### src/rtl/decode_pkg.sv
// Shared encodings for the OP-IMM / OP-IMM-32 control decoder.
// Used by decode and decode_aluop.
package decode_pkg;

    localparam logic [6:0] OPC_OP_IMM   = 7'b0010011;
    localparam logic [6:0] OPC_OP_IMM32 = 7'b0011011;

    localparam logic [2:0] F3_ADD  = 3'b000;
    localparam logic [2:0] F3_SLL  = 3'b001;
    localparam logic [2:0] F3_SLT  = 3'b010;
    localparam logic [2:0] F3_SLTU = 3'b011;
    localparam logic [2:0] F3_XOR  = 3'b100;
    localparam logic [2:0] F3_SRL  = 3'b101;
    localparam logic [2:0] F3_OR   = 3'b110;
    localparam logic [2:0] F3_AND  = 3'b111;

    typedef enum logic [2:0] {
        S_IMM  = 3'd0,
        S_RS1  = 3'd1,
        S_EXEC = 3'd2,
        S_WAIT = 3'd3
    } ustate_e;

    typedef struct packed {
        logic cflag;
        logic sum_en;
        logic and_en;
        logic xor_en;
        logic invb_en;
        logic lsh_en;
        logic rsh_en;
        logic ltu_en;
        logic lts_en;
        logic sx32_en;
    } alu_en_t;

    typedef struct packed {
        logic       defined;
        logic       alub_imm6i;
        logic       alub_imm12;
        logic       ra_ir1;
        logic       ra_ird;
        logic       alua_rf;
        logic       rf_alu;
        logic [3:0] rmask;
        logic [2:0] nstate;
        alu_en_t    alu;
    } dec_out_t;

    // hi7 is ir[31:25]; the W forms only have a 5-bit shamt, so bit 25 joins the zero field.
    function automatic logic shift_legal(input logic [2:0] funct3,
                                         input logic       sx32,
                                         input logic [6:0] hi7);
        logic ok;
        ok = 1'b1;
        if (funct3 == F3_SLL)
            ok = sx32 ? (hi7 == 7'd0) : (hi7[6:1] == 6'd0);
        else if (funct3 == F3_SRL)
            ok = !hi7[6] && (sx32 ? (hi7[4:0] == 5'd0) : (hi7[4:1] == 4'd0));
        return ok;
    endfunction

endpackage

### src/rtl/decode_if.sv
// Bundle between the IR/state register (master) and the decoder (slave).
interface decode_if;
    logic [2:0]  cstate_i;
    logic [31:0] ir_i;
    logic        defined_o;
    logic        alub_imm6i_o;
    logic        alub_imm12_o;
    logic        ra_ir1_o;
    logic        ra_ird_o;
    logic        alua_rf_o;
    logic        rf_alu_o;
    logic [3:0]  rmask_o;
    logic [2:0]  nstate_o;
    logic        cflag_1_o;
    logic        sum_en_o;
    logic        and_en_o;
    logic        xor_en_o;
    logic        invB_en_o;
    logic        lsh_en_o;
    logic        rsh_en_o;
    logic        ltu_en_o;
    logic        lts_en_o;
    logic        sx32_en_o;

    modport master (
        output cstate_i, ir_i,
        input  defined_o, alub_imm6i_o, alub_imm12_o, ra_ir1_o, ra_ird_o,
               alua_rf_o, rf_alu_o, rmask_o, nstate_o, cflag_1_o, sum_en_o,
               and_en_o, xor_en_o, invB_en_o, lsh_en_o, rsh_en_o, ltu_en_o,
               lts_en_o, sx32_en_o
    );

    modport slave (
        input  cstate_i, ir_i,
        output defined_o, alub_imm6i_o, alub_imm12_o, ra_ir1_o, ra_ird_o,
               alua_rf_o, rf_alu_o, rmask_o, nstate_o, cflag_1_o, sum_en_o,
               and_en_o, xor_en_o, invB_en_o, lsh_en_o, rsh_en_o, ltu_en_o,
               lts_en_o, sx32_en_o
    );
endinterface

### src/rtl/decode_aluop.sv
// funct3 -> ALU function enables for the integer-immediate group.
module decode_aluop
    import decode_pkg::*;
(
    input  logic [2:0] funct3_i,
    input  logic       arith_i,
    input  logic       sx32_i,
    output alu_en_t    alu_en_o
);

    // SLT/SLTU compute A + ~B + 1 and read the sign/carry; OR is built as AND + XOR.
    always_comb begin
        alu_en_o         = '0;
        alu_en_o.sx32_en = sx32_i;
        case (funct3_i)
            F3_ADD:  alu_en_o.sum_en = 1'b1;
            F3_SLL:  alu_en_o.lsh_en = 1'b1;
            F3_SLT: begin
                alu_en_o.cflag   = 1'b1;
                alu_en_o.invb_en = 1'b1;
                alu_en_o.lts_en  = 1'b1;
            end
            F3_SLTU: begin
                alu_en_o.cflag   = 1'b1;
                alu_en_o.invb_en = 1'b1;
                alu_en_o.ltu_en  = 1'b1;
            end
            F3_XOR:  alu_en_o.xor_en = 1'b1;
            F3_SRL: begin
                alu_en_o.rsh_en = 1'b1;
                alu_en_o.cflag  = arith_i;
            end
            F3_OR: begin
                alu_en_o.and_en = 1'b1;
                alu_en_o.xor_en = 1'b1;
            end
            F3_AND:  alu_en_o.and_en = 1'b1;
            default: alu_en_o = '0;
        endcase
    end

endmodule

### src/rtl/decode.sv
// RV64I OP-IMM / OP-IMM-32 control decoder. Define DECODE_REG_OUT_EN to register
// every output on clk_i (reset_i clears them asynchronously); otherwise purely combinational.
//   state  | meaning
//   S_IMM  | steer immediate onto ALU B
//   S_RS1  | address rs1
//   S_EXEC | ALU op, write rd
//   S_WAIT | hold until next fetch
module decode
    import decode_pkg::*;
(
    input  logic    clk_i,
    input  logic    reset_i,
    decode_if.slave bus
);

    logic [6:0] opcode;
    logic [2:0] funct3;
    logic       sx32;
    logic       opc_ok;
    alu_en_t    alu_en;
    dec_out_t   dec_d;
    dec_out_t   dec_out;

    assign opcode = bus.ir_i[6:0];
    assign funct3 = bus.ir_i[14:12];
    assign sx32   = bus.ir_i[3];
    assign opc_ok = (opcode == OPC_OP_IMM) || (opcode == OPC_OP_IMM32);

    decode_aluop u_aluop (
        .funct3_i (funct3),
        .arith_i  (bus.ir_i[30]),
        .sx32_i   (sx32),
        .alu_en_o (alu_en)
    );

    always_comb begin
        dec_d         = '0;
        dec_d.defined = opc_ok && shift_legal(funct3, sx32, bus.ir_i[31:25])
                        && (bus.cstate_i <= S_WAIT);
        if (dec_d.defined) begin
            case (bus.cstate_i)
                S_IMM: begin
                    if (funct3 == F3_SLL || funct3 == F3_SRL)
                        dec_d.alub_imm6i = 1'b1;
                    else
                        dec_d.alub_imm12 = 1'b1;
                    dec_d.nstate = S_RS1;
                end
                S_RS1: begin
                    dec_d.ra_ir1 = 1'b1;
                    dec_d.nstate = S_EXEC;
                end
                S_EXEC: begin
                    dec_d.alua_rf = 1'b1;
                    dec_d.ra_ird  = 1'b1;
                    dec_d.rf_alu  = 1'b1;
                    dec_d.rmask   = 4'hF;
                    dec_d.alu     = alu_en;
                    dec_d.nstate  = S_WAIT;
                end
                S_WAIT:  dec_d.nstate = S_WAIT;
                default: dec_d.nstate = 3'd0;
            endcase
        end
    end

`ifdef DECODE_REG_OUT_EN
    dec_out_t dec_q;

    always_ff @(posedge clk_i or posedge reset_i) begin
        if (reset_i) dec_q <= '0;
        else         dec_q <= dec_d;
    end

    assign dec_out = dec_q;

    logic unused_ok;
    assign unused_ok = &{1'b0, bus.ir_i[24:15], bus.ir_i[11:7]};
`else
    assign dec_out = dec_d;

    logic unused_ok;
    assign unused_ok = &{1'b0, clk_i, reset_i, bus.ir_i[24:15], bus.ir_i[11:7]};
`endif

    assign bus.defined_o    = dec_out.defined;
    assign bus.alub_imm6i_o = dec_out.alub_imm6i;
    assign bus.alub_imm12_o = dec_out.alub_imm12;
    assign bus.ra_ir1_o     = dec_out.ra_ir1;
    assign bus.ra_ird_o     = dec_out.ra_ird;
    assign bus.alua_rf_o    = dec_out.alua_rf;
    assign bus.rf_alu_o     = dec_out.rf_alu;
    assign bus.rmask_o      = dec_out.rmask;
    assign bus.nstate_o     = dec_out.nstate;
    assign bus.cflag_1_o    = dec_out.alu.cflag;
    assign bus.sum_en_o     = dec_out.alu.sum_en;
    assign bus.and_en_o     = dec_out.alu.and_en;
    assign bus.xor_en_o     = dec_out.alu.xor_en;
    assign bus.invB_en_o    = dec_out.alu.invb_en;
    assign bus.lsh_en_o     = dec_out.alu.lsh_en;
    assign bus.rsh_en_o     = dec_out.alu.rsh_en;
    assign bus.ltu_en_o     = dec_out.alu.ltu_en;
    assign bus.lts_en_o     = dec_out.alu.lts_en;
    assign bus.sx32_en_o    = dec_out.alu.sx32_en;

endmodule

### src/flat_wrapper.sv
// flat-port wrapper written by rule: the top's interface ports become plain ports
module decode_flat import decode_pkg::*;
  (clk_i, reset_i, bus_cstate_i, bus_ir_i, bus_defined_o, bus_alub_imm6i_o, bus_alub_imm12_o, bus_ra_ir1_o, bus_ra_ird_o, bus_alua_rf_o, bus_rf_alu_o, bus_rmask_o, bus_nstate_o, bus_cflag_1_o, bus_sum_en_o, bus_and_en_o, bus_xor_en_o, bus_invB_en_o, bus_lsh_en_o, bus_rsh_en_o, bus_ltu_en_o, bus_lts_en_o, bus_sx32_en_o);
  decode_if bus_i ();
  input  logic clk_i;
  input  logic reset_i;
  input wire logic [$bits(bus_i.cstate_i)-1:0] bus_cstate_i;
  input wire logic [$bits(bus_i.ir_i)-1:0] bus_ir_i;
  output wire logic [$bits(bus_i.defined_o)-1:0] bus_defined_o;
  output wire logic [$bits(bus_i.alub_imm6i_o)-1:0] bus_alub_imm6i_o;
  output wire logic [$bits(bus_i.alub_imm12_o)-1:0] bus_alub_imm12_o;
  output wire logic [$bits(bus_i.ra_ir1_o)-1:0] bus_ra_ir1_o;
  output wire logic [$bits(bus_i.ra_ird_o)-1:0] bus_ra_ird_o;
  output wire logic [$bits(bus_i.alua_rf_o)-1:0] bus_alua_rf_o;
  output wire logic [$bits(bus_i.rf_alu_o)-1:0] bus_rf_alu_o;
  output wire logic [$bits(bus_i.rmask_o)-1:0] bus_rmask_o;
  output wire logic [$bits(bus_i.nstate_o)-1:0] bus_nstate_o;
  output wire logic [$bits(bus_i.cflag_1_o)-1:0] bus_cflag_1_o;
  output wire logic [$bits(bus_i.sum_en_o)-1:0] bus_sum_en_o;
  output wire logic [$bits(bus_i.and_en_o)-1:0] bus_and_en_o;
  output wire logic [$bits(bus_i.xor_en_o)-1:0] bus_xor_en_o;
  output wire logic [$bits(bus_i.invB_en_o)-1:0] bus_invB_en_o;
  output wire logic [$bits(bus_i.lsh_en_o)-1:0] bus_lsh_en_o;
  output wire logic [$bits(bus_i.rsh_en_o)-1:0] bus_rsh_en_o;
  output wire logic [$bits(bus_i.ltu_en_o)-1:0] bus_ltu_en_o;
  output wire logic [$bits(bus_i.lts_en_o)-1:0] bus_lts_en_o;
  output wire logic [$bits(bus_i.sx32_en_o)-1:0] bus_sx32_en_o;
  assign bus_i.cstate_i = bus_cstate_i;
  assign bus_i.ir_i = bus_ir_i;
  assign bus_defined_o = bus_i.defined_o;
  assign bus_alub_imm6i_o = bus_i.alub_imm6i_o;
  assign bus_alub_imm12_o = bus_i.alub_imm12_o;
  assign bus_ra_ir1_o = bus_i.ra_ir1_o;
  assign bus_ra_ird_o = bus_i.ra_ird_o;
  assign bus_alua_rf_o = bus_i.alua_rf_o;
  assign bus_rf_alu_o = bus_i.rf_alu_o;
  assign bus_rmask_o = bus_i.rmask_o;
  assign bus_nstate_o = bus_i.nstate_o;
  assign bus_cflag_1_o = bus_i.cflag_1_o;
  assign bus_sum_en_o = bus_i.sum_en_o;
  assign bus_and_en_o = bus_i.and_en_o;
  assign bus_xor_en_o = bus_i.xor_en_o;
  assign bus_invB_en_o = bus_i.invB_en_o;
  assign bus_lsh_en_o = bus_i.lsh_en_o;
  assign bus_rsh_en_o = bus_i.rsh_en_o;
  assign bus_ltu_en_o = bus_i.ltu_en_o;
  assign bus_lts_en_o = bus_i.lts_en_o;
  assign bus_sx32_en_o = bus_i.sx32_en_o;
  decode u_core (.clk_i(clk_i), .reset_i(reset_i), .bus(bus_i));
endmodule
### config.mk
export PLATFORM = sky130hd
export DESIGN_NAME = decode_flat
export DESIGN_NICKNAME = d
export VERILOG_FILES = /design/src/rtl/decode_pkg.sv /design/src/rtl/decode_if.sv /design/src/rtl/decode_aluop.sv /design/src/rtl/decode.sv /design/src/flat_wrapper.sv
export SDC_FILE = /design/constraint.sdc
export NUM_CORES = 1
export LEC_CHECK = 0
export CAP_MARGIN = 10
export CORE_MARGIN = 5
export CORE_UTILIZATION = 28
export DETAILED_ROUTE_END_ITERATION = 8
export PLACE_DENSITY = 0.9
export SLEW_MARGIN = 20
export SYNTH_ARGS = -nofsm -noshare
export SYNTH_HDL_FRONTEND = slang
export SYNTH_HIERARCHICAL = 1
export SYNTH_SLANG_ARGS = --single-unit
### constraint.sdc
create_clock -name vclk -period 7.31
set_input_delay 1.462 -clock vclk [all_inputs]
set_output_delay 1.462 -clock vclk [all_outputs]
set_load 0.03 [all_outputs]
Word level (Yosys, flattened, before mapping)

Index checks and enable logic that the tools add are counted.

Order comparisons: 1
Mux-type cells: 21
Reductions and logical operators: 16
Equality and inequality tests: 12

Operator list:

| operator                                             | count |
|---|---|
| 2-to-1 mux 23 bit                                    | 1 |
| 2-to-1 mux 1 bit                                     | 15 |
| equality test 7 x 5 -> 1 bit (second input constant) | 2 |
| equality test 3 x 2 -> 1 bit (second input constant) | 4 |
| equality test 3 bit (second input constant)          | 4 |
| 2-to-1 mux 10 bit                                    | 1 |
| OR reduction 2 bit                                   | 4 |
| logical NOT 7 bit                                    | 1 |
| 2-to-1 mux 7 bit                                     | 1 |
| equality test 3 x 1 -> 1 bit (second input constant) | 2 |
| logical NOT 3 bit                                    | 2 |
| logical NOT 6 bit                                    | 1 |
| one-hot mux 2 bit (3 select lines)                   | 1 |
| logical NOT 5 bit                                    | 1 |
| logical NOT 4 bit                                    | 1 |
| <= comparator 3 x 2 -> 1 bit (second input constant) | 1 |
| logical AND 1 bit                                    | 3 |
| logical OR 1 bit                                     | 2 |
| 2-to-1 mux 2 bit                                     | 1 |
| one-hot mux 1 bit (2 select lines)                   | 1 |
| logical NOT 1 bit                                    | 1 |

Input port bits: 37
Flip-flop bits (word level): 0
Output and inout bits: 24

Depth between registers and ports, before layout

Gate-level depths: netlist (run 1).

Depth after elaboration: 8
Mapped depth: 5
Depth with buffers taken out: 4

Modules after synthesis

Netlist (run 1), hierarchy kept.

By module, submodules not included:

| module       | seq. area each (um^2) | times used | area an instance (um^2) | cells an instance |
|---|---|---|---|---|
| decode       | 0.0                   | 1          | 385.4                   | 52 |
| decode_aluop | 0.0                   | 1          | 71.3                    | 10 |

Worst setup path before layout (run 1)

OpenSTA, ideal clock, no wires.

Kind: in2out
From: in bus_ir_i[5]
To: out bus_ra_ird_o
Stages on the path: 5
Slack: 1.909 ns
Arrival: 3.939 ns
Data required time: 5.848 ns
Path through: nand4b_1 -> or3_1 -> buf_6 -> nor4b_1 -> buf_4

Word-level cells in the longest chain between the ends: 5

Ends and longest elaborated chain:

| item                         | RTL line           | source |
|---|---|---|
| from (decl)                  | flat_wrapper.sv:8  | `input wire logic [$bits(bus_i.ir_i)-1:0] bus_ir_i;` |
| equality test 7 x 5 -> 1 bit | decode.sv:27       | `assign opc_ok = (opcode == OPC_OP_IMM) \|\| (opcode == OPC_OP_IMM32);` |
| logical OR 1 bit (*)         | decode.sv:27       |  |
| logical AND 1 bit (*)        | decode.sv:38       | `dec_d.defined = opc_ok && shift_legal(funct3, sx32, bus.ir_i[31:25])` |
| logical AND 1 bit (*)        | decode.sv:39       | `&& (bus.cstate_i <= S_WAIT);` |
| 2-to-1 mux 23 bit (*)        | decode.sv:40       | `if (dec_d.defined) begin` |
| to (decl)                    | flat_wrapper.sv:13 | `output wire logic [$bits(bus_i.ra_ird_o)-1:0] bus_ra_ird_o;` |

Every way passes the cells marked *; elsewhere a longest branch is shown, timed or not.

Worst setup path after layout (run 1)

From: in bus_ir_i[0]
To: out bus_rf_alu_o

Word-level cells in the longest chain between the ends: 5

Ends and longest elaborated chain:

| item                         | RTL line           | source |
|---|---|---|
| equality test 7 x 5 -> 1 bit | decode.sv:27       |  |
| logical OR 1 bit (*)         | decode.sv:27       |  |
| logical AND 1 bit (*)        | decode.sv:38       |  |
| logical AND 1 bit (*)        | decode.sv:39       |  |
| 2-to-1 mux 23 bit (*)        | decode.sv:40       |  |
| to (decl)                    | flat_wrapper.sv:15 | `output wire logic [$bits(bus_i.rf_alu_o)-1:0] bus_rf_alu_o;` |

Marks and branches as above.

==> run metrics, run 1 <==
mean area per synthesized cell=7.37 µm²; hold_buf cts=0; I/O pin count=a little over 60; first-pass GRT wire length=2070 µm; CTS resizes=0; Setup Buffers After CTS=0; final period utilization=0.747; Synthesis Warnings=6; sw frac=0.456; num sequential=0; Static Leakage=approximately 0.23 nW; final RePlAce weighted congestion=between 0.6 and 0.7; total power=around 0.000025 W; HP Class=input pin to output port; CORE AREA=approximately 1500 µm²; share of cells above drive strength 1=0.141; Die Wd=between 50 and 60 µm; DRC viols=0; setup TNS=0 ns; Die ar.=2540 µm²; Via density=5.15; sequential share of power=0; hold-critical path depth=4; Yosys cell types=26; maxcap violations=0; initial antenna violation count=0; CP Data Arrival Time=4.00 ns; port bufs=43; clock power share=0; final hold vios=0; Worst setup SP type=input pin; Peak VDD IR=0.0000164 V; status=finished, final reports clean; worst hold path startpoint=bus_ir_i[3]; final wirelength=roughly 1400 µm; register area share after synthesis=0; CLK BUF=0; fin. max-slew vios=0; fillers=around 140; Setup-failing EPs final=0; NumNets Final=131; Final min period=approximately 5.5 ns; CP Launch Point=bus_ir_i[0]; via count=556; Critical Path RT=approximately 6 ns; Logic pwr share=1.000; ant diodes=0; WL/cell=about 13 µm; vias in the first global route=450; Area Overhead vs Synth=77.0%; GR Util All Layers=0.0953; chip height=about 50 µm; FF/Latch Area=0 µm²; PwrDens=just over 30 nW/µm²; Post-Syn Nets=99; sw power=0.0000112 W; 1st-iter DRT viols=14; num rows=14; cell area after synthesis=between 400 and 500 µm²; Pre-antenna DRT Iters=4; synthesized instance count=62; Initial Utilization=0.300; area of the multi-input gates=approximately 360 µm²; Worst Tran Pin Value=between 0.8 and 0.9 ns; largest net degree at the start of global routing=18; Power Internal=0.0000133 W; path type of the worst setup path=input pin to output port; fmax=around 0.18 GHz; Antenna Nets Post-Route=0; Max-slew headroom=0.415; WHS Endpoint=bus_sx32_en_o; Setup crit end kind=output port; gr ovfl total=0; Max FO, Critical Path=17; RSZ-0062 raised after global routing=false
## through the flow
step / area (µm²) / instances / utilization / setup WS (ns) / hold WS, ns
after global routing: 808 / 108 / 0.530 / 1.61 / 4.14
after CTS: 802 / 108 / 0.526 / 1.49 / 4.09
after floorplan: 457 / 62 / - / 1.91 / 2.99
after detailed placement: 802 / 108 / 0.526 / 1.49 / 4.09
after global placement: 802 / 108 / 0.526 / 1.61 / 4.08
final: 808 / 108 / 0.530 / 1.85 / 4.08
## synth_stat cells (2+ instances only)
| library cell | instances | area [µm²] |
|---|---|---|
| nor4_1 | 6 | 37.5 |
| or3_1 | 2 | 12.5 |
| nor4_2 | 7 | 87.6 |
| clkbuf_1 | 2 | 7.51 |
| buf_4 | 8 | 60.1 |
| nand2b_1 | 2 | 12.5 |
| nor3b_1 | 2 | 15.0 |
| nor3_1 | 3 | 15.0 |
| and2_1 | 2 | 12.5 |
| buf_6 | 2 | 22.5 |
| nand2_1 | 10 | 37.5 |
| nor2b_1 | 2 | 12.5 |
## cell usage in the layout (no fill, tap or decap), types with 2 or more instances in the layout
cell             count
nor4_2               7
nor3_1               3
and2_1               2
or3_1                2
nor4_1               6
clkdlybuf4s50_1     43
nand2_1             10
nand2b_1             2
nor2b_1              2
nor4b_2              2
nor3b_1              2
## routing by layer
| layer | vias to the layer above | global-route usage | part of all wire |
|---|---|---|---|
| met3 | 0 | 0.00592 | 0.073 |
| met4 | 0 | 0 | 0 |
| met1 | 259 | 0.112 | 0.38 |
| li1 | 279 | - | - |
| met2 | 18 | 0.195 | 0.55 |
| met5 | - | 0 | 0 |
## area by class of cell
type | instances | share of cell area
multi-input cells | 49 | 0.443
well taps | 16 | 0.0248
repair buffers | 43 | 0.533
## power groups by stage
stage,logic [W],clock network (W),registers [W]
final,0.0000245,0,0
after CTS,0.0000245,0,0
after global placement,0.0000238,0,0
after global routing,0.0000263,0,0
after detailed placement,0.0000244,0,0
after floorplan,0.0000120,0,0
## worst max-delay path by stage
stage / endpoint / slack, ns / cells after the start
global route: bus_rf_alu_o / 1.61 / 5
detailed placement: bus_rf_alu_o / 1.49 / 5
finish: bus_rf_alu_o / 1.85 / 5
global placement: bus_rmask_o[1] / 1.61 / 5
floorplan: bus_ra_ird_o / 1.91 / 5
CTS: bus_rf_alu_o / 1.49 / 5
## worst max-delay path, cell delays in order
cell	delay [ns]
clkdlybuf4s50_1	0.46
nand4b_1	0.08
or3_1	0.62
nor4b_2	0.59
clkdlybuf4s50_1	0.78
## cells by family (layout without fill, tap and decap cells)
logic type / count (synthesis) / after routing / share of synthesized area
other: 1 / 1 / 0.00821
buffers and inverters: 13 / 43 / 0.230
and+or+nand+nor: 45 / 45 / 0.690
AOI/OAI and AO/OA: 3 / 3 / 0.0712
Note: power is estimated with default switching activity, not from simulation.
==> inputs of run 2 (changes only) <==
- CORE_UTILIZATION: 28 -> 24
- PLACE_DENSITY: 0.9 -> 0.82
- clock period: 7.31 -> 4.6 ns (I/O delays scaled with it)
==> run metrics, run 2 (synthesized netlist as in run 1, its figures left out) <==
Worst setup SP type=input pin; Logic pwr share=1.000 (about the same); RSZ-0062 raised after global routing=false; Post-Place Worst Slack=0.442 ns (-1.05 ns); GR Layer Usage met1=0.109 (-0.00280); first-pass GRT wire length=2200 µm (+6.3%); Die ar.=2880 µm² (+13%); via count=554 (-0.36%); chip height=53.6 µm (+6.4%); ant diodes=0 (unchanged); sw frac=0.452 (-0.00403); Final min period=around 4.1 ns; setup TNS=0 ns (unchanged); ordered list of cells on the worst path=clkdlybuf4s50_1, nand4b_1, or3_1, nor4_1, clkdlybuf4s50_1; Worst Tran Pin Value=0.863 ns (-0.0115 ns); HP Class=input pin to output port; Max FO, Critical Path=17 (unchanged); gr ovfl total=0 (unchanged); CTS resizes=0 (unchanged); grt peak-use layer=met2; CP Data Arrival Time=3.22 ns (-0.78 ns); clock power share=0 (unchanged); final period utilization=0.901; final RePlAce weighted congestion=0.697 (+13%); I/O pin count=61 (unchanged); CP max stage delay=0.73 ns (-0.05 ns); Area Overhead vs Synth=77.5%; area of the multi-input gates=352 µm² (-1.7%); CORE AREA=1760 µm² (+16%); Pre-antenna DRT Iters=4 (unchanged); hold_buf cts=0 (unchanged); Die Wd=53.6 µm (+6.4%); Critical Path RT=3.68 ns (-2.17 ns); DRC viols=0 (unchanged); Static Leakage=0.255 nW (+10%); Via density=4.66 (-9.6%); Power Internal=0.0000217 W (+63%); num sequential=0 (unchanged); 1st-iter DRT viols=9 (-5); sequential share of power=0 (unchanged); status=finished, final reports clean; HPWL Detailed=around 1300 µm; Max-slew headroom=0.423 (+0.00772); met2 layer usage reported by global route=0.212 (+0.0177); Hold WS=2.88 ns (-1.20 ns); initial antenna violation count=0 (unchanged); Setup crit end kind=output port; PwrDens=48.8 nW/µm² (+61%); most used cell, CP=clkdlybuf4s50_1; Peak VDD IR=0.0000206 V (+25%); fmax=0.241 GHz; GR Util All Layers=0.0985 (+0.00324); NumNets Final=133 (+1.5%); port bufs=43 (unchanged); fillers=187 (+36%); most frequent cells in the layout=clkdlybuf4s50_1, nand2_1, buf_4; PnR worst setup slack=0.457 ns (-1.39 ns); Antenna Nets Post-Route=0 (unchanged); most common cell after layout, fill and taps aside=clkdlybuf4s50_1; path type of the worst setup path=input pin to output port; met3 usage=0 (-0.00592); fin. max-slew vios=0 (unchanged); share of cells above drive strength 1=0.223 (+0.0821); vias in the first global route=510 (+13%); Worst path slowest cell=clkdlybuf4s50_1; Initial Utilization=0.259 (-0.0408); WL/cell=12.4 µm (-3.0%); final hold vios=0 (unchanged); num rows=15 (+1); Setup-failing EPs final=0 (unchanged); maxcap violations=0 (unchanged); Setup Buffers After CTS=0 (unchanged); FF/Latch Area=0 µm² (unchanged); CLK BUF=0 (unchanged); final wirelength=1480 µm (+6.9%); sw power=0.0000179 W (+60%); largest net degree at the start of global routing=18 (unchanged)
## run 2: through the flow
step	power, W	utilization	area (µm²)	instances
after floorplan	0.0000190	-	457	62
after global placement	0.0000385	0.460	811	119
after detailed placement	0.0000395	0.460	811	119
after CTS	0.0000396	0.460	811	119
after global routing	0.0000431	0.460	811	119
final	0.0000396	0.460	811	119
## run 2: critical path: cells and delay by family
family / cells / cell delay, ns
buffers and inverters: 2 / 1.19
AND/OR/NAND/NOR: 3 / 1.11
## run 2: path summary, 6_finish.rpt
path | startpoint | cells after the start | endpoint
worst max-delay path | bus_ir_i[1] | 5 | bus_invB_en_o
worst min-delay path | bus_cstate_i[1] | 5 | bus_alua_rf_o
## run 2: power groups by stage
stage	registers (W)	logic (W)	clock network, W
6_report	0	0.0000396	0
5_1_grt	0	0.0000431	0
4_1_cts	0	0.0000396	0
3_5_place_dp	0	0.0000395	0
3_3_place_gp	0	0.0000385	0
2_1_floorplan	0	0.0000190	0
## run 2: per-layer routing
layer	routed length, µm	up-vias
met2	853	22
met3	64	0
met5	0	-
met4	0	0
li1	-	284
met1	560	248
## run 2: cell type report
type	count	area share
Tap cell	25	0.0386
Timing Repair Buffer	45	0.528
Multi-Input combinational cell	49	0.434
==> inputs of run 3 (changes only) <==
--- a/config.mk
+++ b/config.mk
@@ -12,2 +12,3 @@
 export PLACE_DENSITY = 0.82
+export REMOVE_ABC_BUFFERS = 1
 export SLEW_MARGIN = 20
==> constraint.sdc (replaced) <==
create_clock -name vclk -period 4.6
set_input_delay 0.46 -clock vclk [all_inputs]
set_output_delay 0.46 -clock vclk [all_outputs]
set_load 0.03 [all_outputs]
==> run metrics, run 3 (synthesized netlist as in run 1, its figures left out) <==
ordered list of cells on the worst path=clkdlybuf4s50_1, nand2b_1, a31oi_2, nor4b_1, clkdlybuf4s50_1; Finished Cell Area=821 µm² (+1.2%); PwrDens=47.2 nW/µm² (-3.4%); hold_buf cts=0 (unchanged); path type of the worst setup path=input pin to output port; Final min period=3.76 ns (-0.385 ns); initial antenna violation count=0 (unchanged); Worst path slowest cell=nor4b_1; GR Util All Layers=0.0916 (-0.00687); Power Internal=0.0000213 W (-2.0%); CP Data Arrival Time=3.30 ns (+0.08 ns); Die Wd=53.6 µm (unchanged); RSZ-0062 raised after global routing=false; total power=0.0000387 W (-2.2%); CP max stage delay=0.93 ns (+0.20 ns); first-pass GRT wire length=2060 µm (-6.6%); largest net degree at the start of global routing=18 (unchanged); CLK BUF=0 (unchanged); HP Class=input pin to output port; gr ovfl total=0 (unchanged); final hold vios=0 (unchanged); post-layout util=0.465 (+0.00567); Worst Tran Pin Value=0.940 ns (+0.0775 ns); Max-slew headroom=0.364 (-0.0587); I/O pin count=61 (unchanged); fillers=197 (+5.3%); clock power share=0 (unchanged); most used cell, CP=clkdlybuf4s50_1; chip height=53.6 µm (unchanged); FF/Latch Area=0 µm² (unchanged); placed cells=118 (-0.84%); NumNets Final=132 (-0.75%); most common cell after layout, fill and taps aside=clkdlybuf4s50_1; final RePlAce weighted congestion=0.722 (+3.7%); final period utilization=0.817 (-0.0837); port bufs=43 (unchanged); fmax=0.266 GHz (+10%); CTS resizes=0 (unchanged); maxcap violations=0 (unchanged); Via density=4.78 (+2.7%); via count=564 (+1.8%); sw frac=0.451 (-0.00126); sequential share of power=0 (unchanged); Setup crit end kind=output port; 1st-iter DRT viols=5 (-4); fin. max-slew vios=0 (unchanged); Logic pwr share=1.000 (about the same); num rows=15 (unchanged); share of cells above drive strength 1=0.140 (-0.0836); CORE AREA=1760 µm² (unchanged); Critical Path RT=4.14 ns (+0.46 ns); Pre-antenna DRT Iters=2 (-2); HPWL Detailed=1180 µm (-6.1%); Worst setup SP type=input pin; Setup Buffers After CTS=0 (unchanged); Initial Utilization=0.259 (unchanged); area of the multi-input gates=352 µm² (unchanged); Die ar.=2880 µm² (unchanged); Hold WS=2.07 ns (-0.812 ns); Setup-failing EPs final=0 (unchanged); DRC viols=0 (unchanged); Area Overhead vs Synth=79.7%; vias in the first global route=487 (-4.5%); Peak VDD IR=0.0000248 V (+20%); Max FO, Critical Path=15 (-2); Area after DPL=821 µm² (+1.2%); most frequent cells in the layout=clkdlybuf4s50_1, nand2_1, nor4_2; final wirelength=1380 µm (-6.6%); fin cells=118 (-0.84%); Static Leakage=0.235 nW (-8.1%); num sequential=0 (unchanged); status=finished, final reports clean; sw power=0.0000175 W (-2.5%); Antenna Nets Post-Route=0 (unchanged); WL/cell=11.7 µm (-5.8%); ant diodes=0 (unchanged)
run 3: per-stage QoR:
step | worst slack, ns | TNS [ns]
6_report | 0.841 | 0
5_1_grt | 0.611 | 0
4_1_cts | 0.828 | 0
3_5_place_dp | 0.839 | 0
3_3_place_gp | 0.908 | 0
2_1_floorplan | -3.45 | -24.17
run 3: power groups by stage:
| stage | combinational (W) | clock [W] | sequential (W) |
|---|---|---|---|
| 5_1_grt | 0.0000419 | 0 | 0 |
| 3_5_place_dp | 0.0000390 | 0 | 0 |
| 4_1_cts | 0.0000391 | 0 | 0 |
| 3_3_place_gp | 0.0000380 | 0 | 0 |
| 2_1_floorplan | 0.0000149 | 0 | 0 |
| 6_report | 0.0000387 | 0 | 0 |
run 3: final timing paths:
path,from,end,slack (ns),cells after the start
worst max-delay path,bus_ir_i[14],bus_rmask_o[0],0.84,5
worst min-delay path,bus_ir_i[3],bus_sx32_en_o,2.07,4
run 3: area by class of cell:
| class | instances | share of cell area |
|---|---|---|
| multi-input cells | 49 | 0.428 |
| well taps | 25 | 0.0381 |
| repair buffers | 44 | 0.534 |
run 3: routing by layer:
layer / wire length [µm] / track usage / up-vias
met5: 0 / 0 / -
met4: 0 / 0 / 0
met3: 141 / 0.00554 / 0
met2: 664 / 0.186 / 29
met1: 574 / 0.109 / 256
li1: - / - / 279
run 3: critical path, delay by kind of cell:
| kind | cells | cell delay, ns |
|---|---|---|
| buffers and inverters | 2 | 1.41 |
| AO/OA/AOI/OAI | 1 | 0.32 |
| AND/OR/NAND/NOR | 2 | 1.11 |
